**src/rtl/instr_fetch_unit_pkg.sv**
```systemverilog
// Shared definitions for the instruction fetch front end: data width,
// FSM state encodings, MIPS field bit positions and the NOP opcode.
package instr_fetch_unit_pkg;

  localparam int DATA_W = 32;

  localparam logic [5:0] NOP_OPCODE = 6'd63;

  localparam logic [1:0] S_REQ  = 2'd0;
  localparam logic [1:0] S_HOLD = 2'd1;
  localparam logic [1:0] S_HALT = 2'd2;
  localparam logic [1:0] S_ERR  = 2'd3;

  localparam int OP_MSB    = 31;
  localparam int OP_LSB    = 26;
  localparam int RS_MSB    = 25;
  localparam int RS_LSB    = 21;
  localparam int RT_MSB    = 20;
  localparam int RT_LSB    = 16;
  localparam int RD_MSB    = 15;
  localparam int RD_LSB    = 11;
  localparam int SHAMT_MSB = 10;
  localparam int SHAMT_LSB = 6;
  localparam int FUNCT_MSB = 5;
  localparam int FUNCT_LSB = 0;
  localparam int IMM_MSB   = 15;
  localparam int IMM_LSB   = 0;

endpackage

```
**src/rtl/instr_fetch_unit_field_split.sv**
```systemverilog
// Combinational MIPS field extraction. The opcode is forced to NOP whenever
// no live instruction is present so a downstream decoder simply idles.
module instr_field_split
  import instr_fetch_unit_pkg::*;
(
  input  logic [DATA_W-1:0] instr,
  input  logic              valid,
  output logic [5:0]        opcode,
  output logic [4:0]        rs,
  output logic [4:0]        rt,
  output logic [4:0]        rd,
  output logic [4:0]        shamt,
  output logic [5:0]        funct,
  output logic [15:0]       imm
);

  // Imm overlaps Rd/Shamt/Funct on purpose; the decoder picks the view it needs.
  assign opcode = valid ? instr[OP_MSB:OP_LSB] : NOP_OPCODE;
  assign rs     = instr[RS_MSB:RS_LSB];
  assign rt     = instr[RT_MSB:RT_LSB];
  assign rd     = instr[RD_MSB:RD_LSB];
  assign shamt  = instr[SHAMT_MSB:SHAMT_LSB];
  assign funct  = instr[FUNCT_MSB:FUNCT_LSB];
  assign imm    = instr[IMM_MSB:IMM_LSB];

endmodule

```
**src/rtl/instr_fetch_unit.sv**
```systemverilog
// Instruction fetch unit: owns the PC, fetches words over a req/ack
// handshake and holds the decoded fields until the control unit is done.
//
// state  | meaning
// S_REQ  | MEM_REQ high at pc_next, waiting for MEM_ACK (with timeout)
// S_HOLD | instruction held on the field outputs until CU_DONE
// S_HALT | halt word fetched; terminal until reset
// S_ERR  | memory never acknowledged; terminal until reset
module instr_fetch_unit
  import instr_fetch_unit_pkg::*;
#(
  parameter logic [31:0] RESET_PC    = 32'h0000_0000,
  parameter logic [31:0] PC_STEP     = 32'd4,
  parameter int          ACK_TIMEOUT = 16,
  parameter logic [31:0] HALT_WORD   = 32'hFFFF_FFFF
) (
  input  logic              CLK,
  input  logic              RST,
  output logic [DATA_W-1:0] MEM_ADDR,
  output logic              MEM_REQ,
  input  logic              MEM_ACK,
  input  logic [DATA_W-1:0] MEM_DATA,
  input  logic              CU_DONE,
  output logic [5:0]        OpCode,
  output logic [4:0]        Rs,
  output logic [4:0]        Rt,
  output logic [4:0]        Rd,
  output logic [4:0]        Shamt,
  output logic [5:0]        Funct,
  output logic [15:0]       Imm,
  output logic [DATA_W-1:0] PC,
  output logic              INSTR_VALID,
  output logic              HALT,
  output logic              ERR
);

  localparam int            CNT_W    = $clog2(ACK_TIMEOUT + 1);
  localparam logic [CNT_W-1:0] TMO_LAST = CNT_W'(ACK_TIMEOUT - 1);

  logic [1:0]        state;
  logic [DATA_W-1:0] pc_next;
  logic [DATA_W-1:0] pc_q;
  logic [DATA_W-1:0] instr_q;
  logic [CNT_W-1:0]  ack_cnt;

  // Fetch FSM, PC bookkeeping and ack-timeout counter.
  always_ff @(posedge CLK) begin
    if (RST) begin
      state   <= S_REQ;
      pc_next <= RESET_PC;
      pc_q    <= RESET_PC;
      instr_q <= '0;
      ack_cnt <= '0;
    end else begin
      case (state)
        S_REQ: begin
          if (MEM_ACK) begin
            if (MEM_DATA == HALT_WORD) begin
              state <= S_HALT;
            end else begin
              instr_q <= MEM_DATA;
              pc_q    <= pc_next;
              pc_next <= pc_next + PC_STEP;
              state   <= S_HOLD;
            end
          end else if (ack_cnt == TMO_LAST) begin
            state <= S_ERR;
          end else begin
            ack_cnt <= ack_cnt + 1'b1;
          end
        end
        S_HOLD: begin
          if (CU_DONE) begin
            ack_cnt <= '0;
            state   <= S_REQ;
          end
        end
        default: begin
        end
      endcase
    end
  end

  // The request is suppressed during the reset cycle itself so the first
  // request appears only once reset has been released.
  assign MEM_REQ     = (state == S_REQ) && !RST;
  assign MEM_ADDR    = pc_next;
  assign PC          = pc_q;
  assign INSTR_VALID = (state == S_HOLD);
  assign HALT        = (state == S_HALT);
  assign ERR         = (state == S_ERR);

  instr_field_split u_split (
    .instr  (instr_q),
    .valid  (INSTR_VALID),
    .opcode (OpCode),
    .rs     (Rs),
    .rt     (Rt),
    .rd     (Rd),
    .shamt  (Shamt),
    .funct  (Funct),
    .imm    (Imm)
  );

endmodule

```
**config.mk**
```make
export PLATFORM = sky130hd
export DESIGN_NAME = instr_fetch_unit
export DESIGN_NICKNAME = d
export VERILOG_FILES = /design/src/rtl/instr_fetch_unit_pkg.sv /design/src/rtl/instr_fetch_unit_field_split.sv /design/src/rtl/instr_fetch_unit.sv
export SDC_FILE = /design/constraint.sdc
export NUM_CORES = 1
export LEC_CHECK = 0
export ABC_AREA = 1
export CAP_MARGIN = 20
export CORE_MARGIN = 3
export CORE_UTILIZATION = 49
export CTS_BUF_LIST = sky130_fd_sc_hd__clkbuf_8
export DETAILED_ROUTE_END_ITERATION = 10
export HOLD_SLACK_MARGIN = 0.05
export MAX_ROUTING_LAYER = met4
export PLACE_DENSITY = 0.82
export SLEW_MARGIN = 15
export SYNTH_ARGS = -nofsm -noshare
export SYNTH_HDL_FRONTEND = slang
export SYNTH_SLANG_ARGS = --single-unit
```
**constraint.sdc**
```tcl
create_clock -name CLK -period 2.1 [get_ports CLK]
set_input_delay 0.42 -clock CLK [delete_from_list [all_inputs] [get_ports CLK]]
set_output_delay 0.42 -clock CLK [all_outputs]
set_load 0.005 [all_outputs]
```
==> load_flow_metrics.sql, run 1 <==
INSERT INTO impl_metrics (metric_group, metric, value, unit) VALUES
('timing', 'worst_slew_pin_tran', '0.811', 'ns'),
('logic_synthesis', 'dominant_combinational_cell_family_by_area_after_synthesis', 'simple AND/OR/NAND/NOR gates', ''),
('logic_synthesis', 'synthMuxAreaShare', '0', '%'),
('global_routing', 'total_overflow_reported_by_the_global_router', '0', ''),
('drt', 'drt_first_iter_violations', '353', ''),
('clock_tree', 'clock-sinks', '99', ''),
('finish', 'final_util', '65.7', '%'),
('setup_path', 'cp_max_fo', '6', ''),
('power', 'p_leak', '3.06', 'nW'),
('clock_tree', 'clock_tree.buffer_depth', '2', ''),
('finish', 'layout.cells.most_common', 'sky130_fd_sc_hd__nand2_1', ''),
('logic_synthesis', 'ys_warn_count', '0', ''),
('logic_synthesis', 'syn_area_per_cell', '6.16', 'sq um'),
('timing', 'report.final.slew_viol_count', '0', ''),
('timing', 'timing.clock.skew', '0.00784', 'ns'),
('die', 'dieArea', '11900', 'sq um'),
('timing', 'final_period_minus_worst_setup_slack', '2.00', 'ns'),
('die', 'top_level_ports', '152', ''),
('finish', 'ant_diodes', '0', ''),
('setup_path', 'critPathKind', 'register to primary output', ''),
('setup_path', 'r2r_slack', '0.35', 'ns'),
('global_routing', 'first_global_vias', '4365', ''),
('drt', 'ant_nets', '0', ''),
('drt', 'wl_per_cell', '11.4', 'microns'),
('logic_synthesis', 'netlist_top_cells_area', 'sky130_fd_sc_hd__dfxtp_1, sky130_fd_sc_hd__nand2_1, sky130_fd_sc_hd__nor2_1, sky130_fd_sc_hd__inv_1, sky130_fd_sc_hd__buf_4', ''),
('finish', 'finalNetCount', '993', ''),
('logic_synthesis', 'yosys_register_bits', '99', ''),
('die', 'coreArea', '10300', 'sq um'),
('setup_path', 'cpLargestDelayFamily', 'buffers and inverters', ''),
('setup_path', 'cp.arrival', '1.58', 'ns'),
('global_routing', 'grt_first_pass_wirelength', '20.3', 'mm'),
('drt', 'drt_drc_violations_left', '0', ''),
('setup_path', 'crit_path_start_kind', 'register', ''),
('drt', 'vias_per_cell', '4.57', ''),
('finish', 'post_route_cells_drive_above_1_share', '5.01', '%'),
('finish', 'synthToLayoutAreaGrowth', '30.1', '%'),
('logic_synthesis', 'synthesized_area_fraction_occupied_by_and_or_nand_nor_cells', '38.8', '%'),
('timing', 'hold_violations', '0', ''),
('die', 'die_y', '109', 'microns'),
('setup_path', 'r2r_start', 'MEM_ADDR[2]$_SDFFE_PP0P_', ''),
('run', 'maxCapViolations', '0', ''),
('setup_path', 'max_stage_delay', '0.46', 'ns'),
('global_routing', 'largest_net_degree_at_the_start_of_global_routing', '50', ''),
('logic_synthesis', 'post_synth_num_cell_types', '28', ''),
('clock_tree', 'clk_pin_slew', '0.09', 'ns'),
('timing', 'rsz0062_at_grt', 'false', ''),
('logic_synthesis', 'synth_compound_gate_area_share', '4.20', '%'),
('outcome', 'run_status', 'completed', ''),
('setup_path', 'critical_path.cell_chain', 'inv_1 -> nor2_2 -> buf_6 -> nand2_1 -> clkdlybuf4s50_1', ''),
('drt', 'totalWireLength', '12.5', 'mm'),
('place', 'port-buffer-count', '147', ''),
('global_routing', 'gr-usage-all-layers', '21.8', '%'),
('logic_synthesis', 'yosysSeqAreaShare', '38.0', '%'),
('place', 'pre_cts_ws', '-0.141', 'ns'),
('logic_synthesis', 'yosysTopAreaCellShare', '38.0', '%'),
('die', 'die_w', '109', 'microns'),
('clock_tree', 'insertion_delay', '0.37', 'ns'),
('global_routing', 'initial_antenna_violation_count', '0', ''),
('place', 'hpwl', '9.05', 'mm'),
('clock_tree', 'clock-root-buffer', 'sky130_fd_sc_hd__clkbuf_8', ''),
('place', 'final_estimated_routing_congestion_in_global_placement', '0.931', ''),
('clock_tree', 'cts_made_buffers', '9', ''),
('setup_path', 'crit_path_top_delay_cell', 'sky130_fd_sc_hd__clkdlybuf4s50_1', ''),
('timing', 'final_critical_path_setup_slack', '0.101', 'ns'),
('setup_path', 'end_kind', 'primary output', ''),
('die', 'std_cell_rows', '37', ''),
('drt', 'drt_pass1_iterations', '5', ''),
('logic_synthesis', 'synth_cells', '847', ''),
('timing', 'relSlewSlack', '45.9', '%'),
('logic_synthesis', 'synthesis.area', '5220', 'sq um'),
('timing', 'setup-tns-final', '0', 'ns');
==> layer usage <==
layer	up-vias	share of wire, %	track usage (%)
met3	14	7.5	3.61
met5	-	0	-
met4	0	1.5	6.95
li1	2690	-	-
met1	2151	45	27.6
met2	154	46	35.6
==> final timing paths <==
kind / end / cells past startpoint
max: OpCode[4] / 5
min: PC[2]$_SDFFE_PP0P_ / 2
max reg2reg: MEM_ADDR[20]$_SDFFE_PP0P_ / 10
min reg2reg: PC[2]$_SDFFE_PP0P_ / 2
==> report_power, final <==
part | switching, mW | leakage (nW) | internal (mW)
Sequential | 0.0901 | 0.813 | 2.02
Clock | 0.676 | 0.0864 | 0.426
Combinational | 0.461 | 2.16 | 0.520
==> worst min-delay path, delay by kind of cell, from the launching register on <==
family	cells	cell delay, ns
AND/OR/NAND/NOR	1	0.06
flip-flops	1	0.33
AO/OA/AOI/OAI	1	0.05
==> cell usage after synthesis <==
| cell type | number |
|---|---|
| sky130_fd_sc_hd__nand3_2 | 1 |
| sky130_fd_sc_hd__nand2_2 | 1 |
| sky130_fd_sc_hd__nor2_1 | 210 |
| sky130_fd_sc_hd__clkbuf_1 | 3 |
| sky130_fd_sc_hd__a21oi_1 | 15 |
| sky130_fd_sc_hd__o21bai_1 | 5 |
| sky130_fd_sc_hd__nand4_1 | 8 |
| sky130_fd_sc_hd__conb_1 | 1 |
| sky130_fd_sc_hd__buf_4 | 51 |
| sky130_fd_sc_hd__nand2_1 | 240 |
| sky130_fd_sc_hd__nor2_4 | 1 |
| sky130_fd_sc_hd__nor3_1 | 14 |
| sky130_fd_sc_hd__o211a_1 | 1 |
| sky130_fd_sc_hd__nor2_2 | 3 |
| sky130_fd_sc_hd__buf_6 | 1 |
| sky130_fd_sc_hd__ha_1 | 3 |
| sky130_fd_sc_hd__dfxtp_1 | 99 |
| sky130_fd_sc_hd__xor2_1 | 2 |
| sky130_fd_sc_hd__a21oi_2 | 1 |
| sky130_fd_sc_hd__a211oi_1 | 1 |
| sky130_fd_sc_hd__inv_2 | 1 |
| sky130_fd_sc_hd__nor4_1 | 1 |
| sky130_fd_sc_hd__or2_2 | 1 |
| sky130_fd_sc_hd__inv_1 | 115 |
| sky130_fd_sc_hd__nand3_1 | 31 |
| sky130_fd_sc_hd__buf_2 | 12 |
| sky130_fd_sc_hd__buf_1 | 9 |
| sky130_fd_sc_hd__o21ai_0 | 16 |
==> registers in the layout, indices dropped and copies added, names as in the netlist <==
| signal | flops |
|---|---|
| MEM_ADDR | 30 |
| PC | 30 |
| ack_cnt | 5 |
| instr_q | 32 |
| state | 2 |
==> logic make-up after synthesis <==
kind of cell,Yosys count
AND/OR/NAND/NOR,511
buffers and inverters,192
AO/OA/AOI/OAI,39
adder cells (fa/ha/maj),3
XOR/XNOR,2
other,1
flip-flops,99
==> final cells by class <==
| cell class | instances | area [sq um] |
|---|---|---|
| Inverter | 116 | 435 |
| Tap cell | 136 | 170 |
| Sequential cell | 99 | 1990 |
| Fill cell | 928 | 3540 |
| Timing Repair Buffer | 169 | 1700 |
| Multi-Input combinational cell | 559 | 2320 |
| Clock buffer | 9 | 124 |
| Clock inverter | 7 | 46.3 |
==> repair_timing <==
action                     in CTS  in global routing
gates resized for setup         1                  3
setup buffers                   0                  0
setup endpoints to repair       6                  7
==> metrics by stage <==
stage	cells	power [mW]	hold WS [ns]	cell area [sq um]
3_3_place_gp	1079	3.12	0.461	6610
4_1_cts	1095	4.23	0.489	6780
2_1_floorplan	850	2.72	0.445	5230
3_5_place_dp	1079	3.14	0.474	6610
6_report	1095	4.19	0.483	6790
5_1_grt	1095	4.44	0.517	6790
Power figures use the tool's default switching activity.
==> run 2, diff against run 1 <==
--- a/config.mk
+++ b/config.mk
@@ -11,9 +11,10 @@
 export CORE_UTILIZATION = 49
 export CTS_BUF_LIST = sky130_fd_sc_hd__clkbuf_8
 export DETAILED_ROUTE_END_ITERATION = 10
+export GPL_TIMING_DRIVEN = 0
 export HOLD_SLACK_MARGIN = 0.05
 export MAX_ROUTING_LAYER = met4
-export PLACE_DENSITY = 0.82
+export PLACE_DENSITY = 0.81
 export SLEW_MARGIN = 15
 export SYNTH_ARGS = -nofsm -noshare
 export SYNTH_HDL_FRONTEND = slang
==> load_flow_metrics.sql, run 2 (same netlist as run 1, synthesis figures left out) <==
INSERT INTO impl_metrics (metric_group, metric, value, unit) VALUES
('outcome', 'run_status', 'completed', ''),
('clock_tree', 'insertion_delay', '0.37', 'ns'),
('die', 'std_cell_rows', '37', ''),
('die', 'floorplan.initialDensity', '50.5', '%'),
('timing', 'relSlewSlack', '59.4', '%'),
('clock_tree', 'cts_hold_buffers', '0', ''),
('hold_path', 'holdCritPathClass', 'register to register', ''),
('place', 'hpwl', '10.4', 'mm'),
('timing', 'report.final.slew_viol_count', '0', ''),
('drt', 'drt_drc_violations_left', '0', ''),
('timing', 'post-route-period-util', '95.6', '%'),
('clock_tree', 'clk_pin_slew', '0.09', 'ns'),
('place', 'final_estimated_routing_congestion_in_global_placement', '0.898', ''),
('die', 'die_w', '109', 'microns'),
('global_routing', 'first_global_vias', '4701', ''),
('power', 'total_switching_power', '1.28', 'mW'),
('power', 'power_per_cell_area', '625', 'nW/um^2'),
('timing', 'rsz0062_at_grt', 'false', ''),
('global_routing', 'global_route.usage.met3', '3.37', '%'),
('clock_tree', 'cts_made_buffers', '9', ''),
('drt', 'vias_per_cell', '4.69', ''),
('run', 'maxCapViolations', '0', ''),
('finish', 'final_util', '68.9', '%'),
('drt', 'drt_pass1_iterations', '5', ''),
('clock_tree', 'clock_tree.buffer_depth', '2', ''),
('setup_path', 'end_kind', 'primary output', ''),
('drt', 'wl_per_cell', '12.1', 'microns'),
('global_routing', 'total_overflow_reported_by_the_global_router', '0', ''),
('place', 'port-buffer-count', '146', ''),
('setup_path', 'cp_max_fo', '5', ''),
('timing', 'worst_slew_pin_tran', '0.609', 'ns'),
('power', 'total_power', '4.44', 'mW'),
('finish', 'ant_diodes', '0', ''),
('die', 'dieArea', '11900', 'sq um'),
('global_routing', 'grt_first_pass_wirelength', '22.3', 'mm'),
('die', 'coreArea', '10300', 'sq um'),
('global_routing', 'global_route.usage.met1', '30.8', '%'),
('timing', 'maxClockFrequency', '0.498', 'GHz'),
('setup_path', 'cp.arrival', '1.59', 'ns'),
('drt', 'route.vias.total', '5385', ''),
('die', 'die_y', '109', 'microns'),
('global_routing', 'global_route.usage.met2', '39.5', '%'),
('global_routing', 'largest_net_degree_at_the_start_of_global_routing', '17', ''),
('power', 'power_frac_comb', '24.8', '%'),
('power', 'cell_internal_pwr', '3.16', 'mW'),
('clock_tree', 'clock_tree_from_tritoncts', 'yes', ''),
('timing', 'setup-tns-final', '0', 'ns'),
('global_routing', 'grt-busiest-layer', 'met2', ''),
('finish', 'post_route_cells_drive_above_1_share', '9.38', '%'),
('finish', 'final_cell_area_excluding_filler_cells', '7110', 'sq um'),
('power', 'power_frac_seq', '47.6', '%'),
('drt', 'ant_nets', '0', ''),
('setup_path', 'crit_path_top_delay_cell', 'sky130_fd_sc_hd__clkdlybuf4s50_1', ''),
('power', 'p_leak', '3.27', 'nW'),
('timing', 'hold_violations', '0', ''),
('setup_path', 'cp.required', '1.68', 'ns'),
('power', 'power_frac_clock', '27.6', '%'),
('finish', 'synthToLayoutAreaGrowth', '36.2', '%'),
('setup_path', 'critical_path.cell_chain', 'inv_1 -> nor2_4 -> nand2_1 -> clkdlybuf4s50_1', ''),
('timing', 'final_period_minus_worst_setup_slack', '2.01', 'ns'),
('drt', 'totalWireLength', '13.9', 'mm'),
('timing', 'timing.clock.skew', '0.0120', 'ns'),
('clock_tree', 'clock-sinks', '99', ''),
('global_routing', 'initial_antenna_violation_count', '0', ''),
('finish', 'regMostFlops', 'instr_q', ''),
('finish', 'layout_common_cells', 'sky130_fd_sc_hd__nand2_1, sky130_fd_sc_hd__nor2_1, sky130_fd_sc_hd__clkdlybuf4s50_1', ''),
('power', 'ir_worst_vdd', '450', 'uV'),
('clock_tree', 'cts_h_tree_depth', '3', ''),
('finish', 'largest_reg_flops', '32', ''),
('power', 'share_of_total_power_consumed_by_net_switching', '28.8', '%'),
('clock_tree', 'clock-root-buffer', 'sky130_fd_sc_hd__clkbuf_8', ''),
('timing', 'final_setup_violation_count', '0', ''),
('setup_path', 'max_stage_delay', '0.47', 'ns'),
('global_routing', 'gr-usage-all-layers', '24.0', '%'),
('finish', 'finalNetCount', '1048', ''),
('die', 'top_level_ports', '152', ''),
('setup_path', 'crit_path_start_kind', 'register', ''),
('place', 'dpl-instance-area', '6860', 'sq um'),
('drt', 'drt_first_iter_violations', '364', ''),
('finish', 'layout.cells.most_common', 'sky130_fd_sc_hd__nand2_1', ''),
('setup_path', 'critPathKind', 'register to primary output', '');
run 2: per-layer routing:
metal | wire, microns | up-vias
met3 | 1060 | 15
met2 | 6590 | 200
met1 | 6110 | 2366
met4 | 159 | 0
met5 | 0 | -
li1 | - | 2804
run 2: through the flow:
step	cells	setup slack, ns	hold WS, ns
floorplan	850	0.550	0.445
global placement	1132	-0.247	0.461
detailed placement	1132	-0.274	0.472
CTS	1147	0.0105	0.486
global route	1149	0.00716	0.496
finish	1149	0.0933	0.485
run 2: timing repair:
item                                    in CTS  in global routing
setup buffers                                1                  1
endpoints found under the setup margin       8                 12
gates resized for setup                      6                  7
pin swaps                                    0                  2
gates cloned                                 0                  1
run 2: cell type report:
class	instances	area (sq um)
Sequential cell	99	1990
Timing Repair Buffer	148	1480
Buffer	75	497
Fill cell	915	3220
Inverter	116	439
Multi-Input combinational cell	560	2340
Tap cell	136	170
Clock buffer	9	124
Clock inverter	6	66.3
run 2: path summary, 6_finish.rpt:
path	startpoint	end	slack, ns	depth (start not counted)
hold / removal	ack_cnt[4]$_SDFFE_PP0P_	ack_cnt[4]$_SDFFE_PP0P_	0.49	2
hold reg to reg	ack_cnt[4]$_SDFFE_PP0P_	ack_cnt[4]$_SDFFE_PP0P_	0.49	2
setup reg to reg	MEM_ADDR[3]$_SDFFE_PP0P_	MEM_ADDR[26]$_SDFFE_PP0P_	0.17	8
setup / recovery	state[0]$_SDFFE_PP0P_	OpCode[4]	0.09	4
run 2: power by group through the flow:
| stage | registers [mW] | clock network, mW | logic [mW] |
|---|---|---|---|
| finish | 2.12 | 1.23 | 1.10 |
| global route | 2.14 | 1.34 | 1.24 |
| CTS | 2.12 | 1.26 | 1.10 |
| detailed placement | 2.16 | 0 | 1.09 |
| global placement | 2.15 | 0 | 1.07 |
| floorplan | 2.14 | 0 | 0.581 |
run 2: worst max-delay path, delay by kind of cell (launching register included):
kind	cells	cell delay, ns
buffers and inverters	2	0.57
AND/OR/NAND/NOR	2	0.27
flip-flops	1	0.39
==> run 3, diff against run 2 <==
--- a/config.mk
+++ b/config.mk
@@ -15,6 +15,7 @@
 export HOLD_SLACK_MARGIN = 0.05
 export MAX_ROUTING_LAYER = met4
 export PLACE_DENSITY = 0.81
+export RECOVER_POWER = 25
 export SLEW_MARGIN = 15
 export SYNTH_ARGS = -nofsm -noshare
 export SYNTH_HDL_FRONTEND = slang
==> load_flow_metrics.sql, run 3 (same netlist as run 1, synthesis figures left out) <==
INSERT INTO impl_metrics (metric_group, metric, value, unit) VALUES
('outcome', 'run_status', 'completed', ''),
('clock_tree', 'clock-root-buffer', 'sky130_fd_sc_hd__clkbuf_8', ''),
('setup_path', 'cp.required', '1.68', 'ns'),
('hold_path', 'holdCritPathClass', 'register to register', ''),
('timing', 'relSlewSlack', '59.0', '%'),
('place', 'hpwl', '10.4', 'mm'),
('drt', 'met1_length', '6.08', 'mm'),
('drt', 'drt_first_iter_violations', '379', ''),
('finish', 'ant_diodes', '0', ''),
('setup_path', 'cp.arrival', '1.57', 'ns'),
('global_routing', 'grt_first_pass_wirelength', '22.3', 'mm'),
('power', 'power_per_cell_area', '620', 'nW/um^2'),
('die', 'top_level_ports', '152', ''),
('die', 'std_cell_rows', '37', ''),
('drt', 'ant_nets', '0', ''),
('hold_path', 'min_path_cells', '2', ''),
('clock_tree', 'clock_tree_from_tritoncts', 'yes', ''),
('clock_tree', 'cts_made_buffers', '9', ''),
('timing', 'final_setup_violation_count', '0', ''),
('drt', 'top_signal_layer_used', 'met4', ''),
('power', 'p_leak', '3.39', 'nW'),
('place', 'port-buffer-count', '146', ''),
('setup_path', 'crit_path_start_kind', 'register', ''),
('finish', 'final_cell_area_excluding_filler_cells', '7100', 'sq um'),
('drt', 'met3_wirelength', '1.10', 'mm'),
('clock_tree', 'clock-sinks', '99', ''),
('power', 'total_switching_power', '1.27', 'mW'),
('finish', 'largest_reg_flops', '32', ''),
('timing', 'hold_violations', '0', ''),
('setup_path', 'cpLargestDelayFamily', 'buffers and inverters', ''),
('timing', 'setup-tns-final', '0', 'ns'),
('drt', 'route.vias.total', '5419', ''),
('global_routing', 'largest_net_degree_at_the_start_of_global_routing', '17', ''),
('clock_tree', 'clk_pin_slew', '0.09', 'ns'),
('power', 'ir_worst_vdd', '451', 'uV'),
('drt', 'met2RoutedLength', '6.54', 'mm'),
('setup_path', 'cp_max_fo', '5', ''),
('global_routing', 'gr-usage-all-layers', '24.0', '%'),
('drt', 'wl_per_cell', '12.1', 'microns'),
('setup_path', 'critPathKind', 'register to primary output', ''),
('clock_tree', 'cts_h_tree_depth', '3', ''),
('global_routing', 'total_overflow_reported_by_the_global_router', '0', ''),
('finish', 'finalNetCount', '1048', ''),
('timing', 'timing.clock.skew', '0.0117', 'ns'),
('clock_tree', 'insertion_delay', '0.37', 'ns'),
('setup_path', 'crit_cells', '4', ''),
('timing', 'rsz0062_at_grt', 'false', ''),
('die', 'dieArea', '11900', 'sq um'),
('finish', 'layout_common_cells', 'sky130_fd_sc_hd__nand2_1, sky130_fd_sc_hd__nor2_1, sky130_fd_sc_hd__inv_1', ''),
('finish', 'layout.cells.most_common', 'sky130_fd_sc_hd__nand2_1', ''),
('die', 'die_y', '109', 'microns'),
('setup_path', 'number_of_buffers_and_inverters_on_the_critical_path', '2', ''),
('finish', 'post_route_cells_drive_above_1_share', '9.28', '%'),
('drt', 'drt_pass1_iterations', '7', ''),
('setup_path', 'crit_path_top_delay_cell', 'sky130_fd_sc_hd__clkdlybuf4s50_1', ''),
('finish', 'regMostFlops', 'instr_q', ''),
('timing', 'post-route-period-util', '94.7', '%'),
('finish', 'synthToLayoutAreaGrowth', '36.1', '%'),
('drt', 'vias_per_cell', '4.72', ''),
('setup_path', 'max_stage_delay', '0.47', 'ns'),
('die', 'die_w', '109', 'microns'),
('setup_path', 'worst_r2r_path_depth', '8', ''),
('power', 'power_frac_comb', '24.3', '%'),
('place', 'dpl-instance-area', '6860', 'sq um'),
('run', 'maxCapViolations', '0', ''),
('global_routing', 'first_global_vias', '4701', ''),
('clock_tree', 'clock_tree.buffer_depth', '2', ''),
('power', 'power_frac_clock', '27.8', '%'),
('timing', 'worst_slew_pin_tran', '0.616', 'ns'),
('drt', 'totalWireLength', '13.9', 'mm'),
('power', 'power_frac_seq', '48.0', '%'),
('timing', 'maxClockFrequency', '0.503', 'GHz'),
('die', 'floorplan.initialDensity', '50.5', '%'),
('drt', 'drt_drc_violations_left', '0', ''),
('power', 'total_power', '4.40', 'mW'),
('die', 'coreArea', '10300', 'sq um'),
('timing', 'final_period_minus_worst_setup_slack', '1.99', 'ns'),
('setup_path', 'end_kind', 'primary output', ''),
('setup_path', 'critical_path.cell_chain', 'inv_1 -> nor2_4 -> nand2_1 -> clkdlybuf4s50_1', ''),
('power', 'cell_internal_pwr', '3.13', 'mW'),
('power', 'share_of_total_power_consumed_by_net_switching', '28.8', '%'),
('global_routing', 'initial_antenna_violation_count', '0', ''),
('timing', 'report.final.slew_viol_count', '0', ''),
('place', 'final_estimated_routing_congestion_in_global_placement', '0.898', '');
-- run 3: changes by cell type in the layout (fill, tap and decap cells not counted) --
cell,before,now
sky130_fd_sc_hd__clkdlybuf4s50_1,145,97
sky130_fd_sc_hd__dlygate4sd3_1,0,48
sky130_fd_sc_hd__nor2_1,209,210
sky130_fd_sc_hd__nor2_4,5,4
-- run 3: final timing paths --
check	startpoint	end	slack, ns
setup / recovery	state[0]$_SDFFE_PP0P_	OpCode[4]	0.11
setup reg to reg	MEM_ADDR[3]$_SDFFE_PP0P_	MEM_ADDR[26]$_SDFFE_PP0P_	0.14
hold reg to reg	ack_cnt[4]$_SDFFE_PP0P_	ack_cnt[4]$_SDFFE_PP0P_	0.49
hold / removal	ack_cnt[4]$_SDFFE_PP0P_	ack_cnt[4]$_SDFFE_PP0P_	0.49
-- run 3: through the flow --
| stage | std cells | setup slack (ns) | util, % | hold WS (ns) |
|---|---|---|---|---|
| 6_report | 1149 | 0.111 | 68.8 | 0.485 |
| 5_1_grt | 1149 | 0.0246 | 68.8 | 0.493 |
| 4_1_cts | 1147 | 0.0105 | 68.5 | 0.486 |
| 3_5_place_dp | 1132 | -0.274 | 66.5 | 0.472 |
| 3_3_place_gp | 1132 | -0.247 | 66.5 | 0.461 |
| 2_1_floorplan | 850 | 0.550 | - | 0.445 |
-- run 3: cell type report --
cell class,instances,area (sq um)
clock buffer,9,124
buffer,75,497
tap,136,170
sequential,99,1990
fill,917,3220
inverter,116,439
multi-input combinational,560,2340
timing repair buffer,148,1480
clock inverter,6,66.3
-- run 3: timing repair --
item,in CTS,in global routing
hold buffers,0,0
pin swaps,0,2
endpoints found under the setup margin,8,12
gates cloned,0,1
gates resized for setup,6,7
endpoints found under the hold margin,0,0
buffers inserted,1,1
-- run 3: per-layer routing --
metal | GRT usage [%] | vias to the layer above
met3 | 3.37 | 22
li1 | - | 2804
met4 | 6.86 | 0
met2 | 39.5 | 212
met5 | - | -
met1 | 30.8 | 2381
-- run 3: tightest hold or removal path, delay by kind of cell (launching register included) --
kind                   cells  cell delay, ns
buffers and inverters      1            0.07
flip-flops                 1            0.31
AO/OA/AOI/OAI              1            0.07
-- run 3: power groups by stage --
stage               registers [mW]  logic (mW)  clock network, mW
floorplan                     2.14       0.581                  0
global placement              2.15        1.07                  0
detailed placement            2.16        1.09                  0
CTS                           2.12        1.10               1.26
global route                  2.13        1.21               1.34
finish                        2.11        1.07               1.22
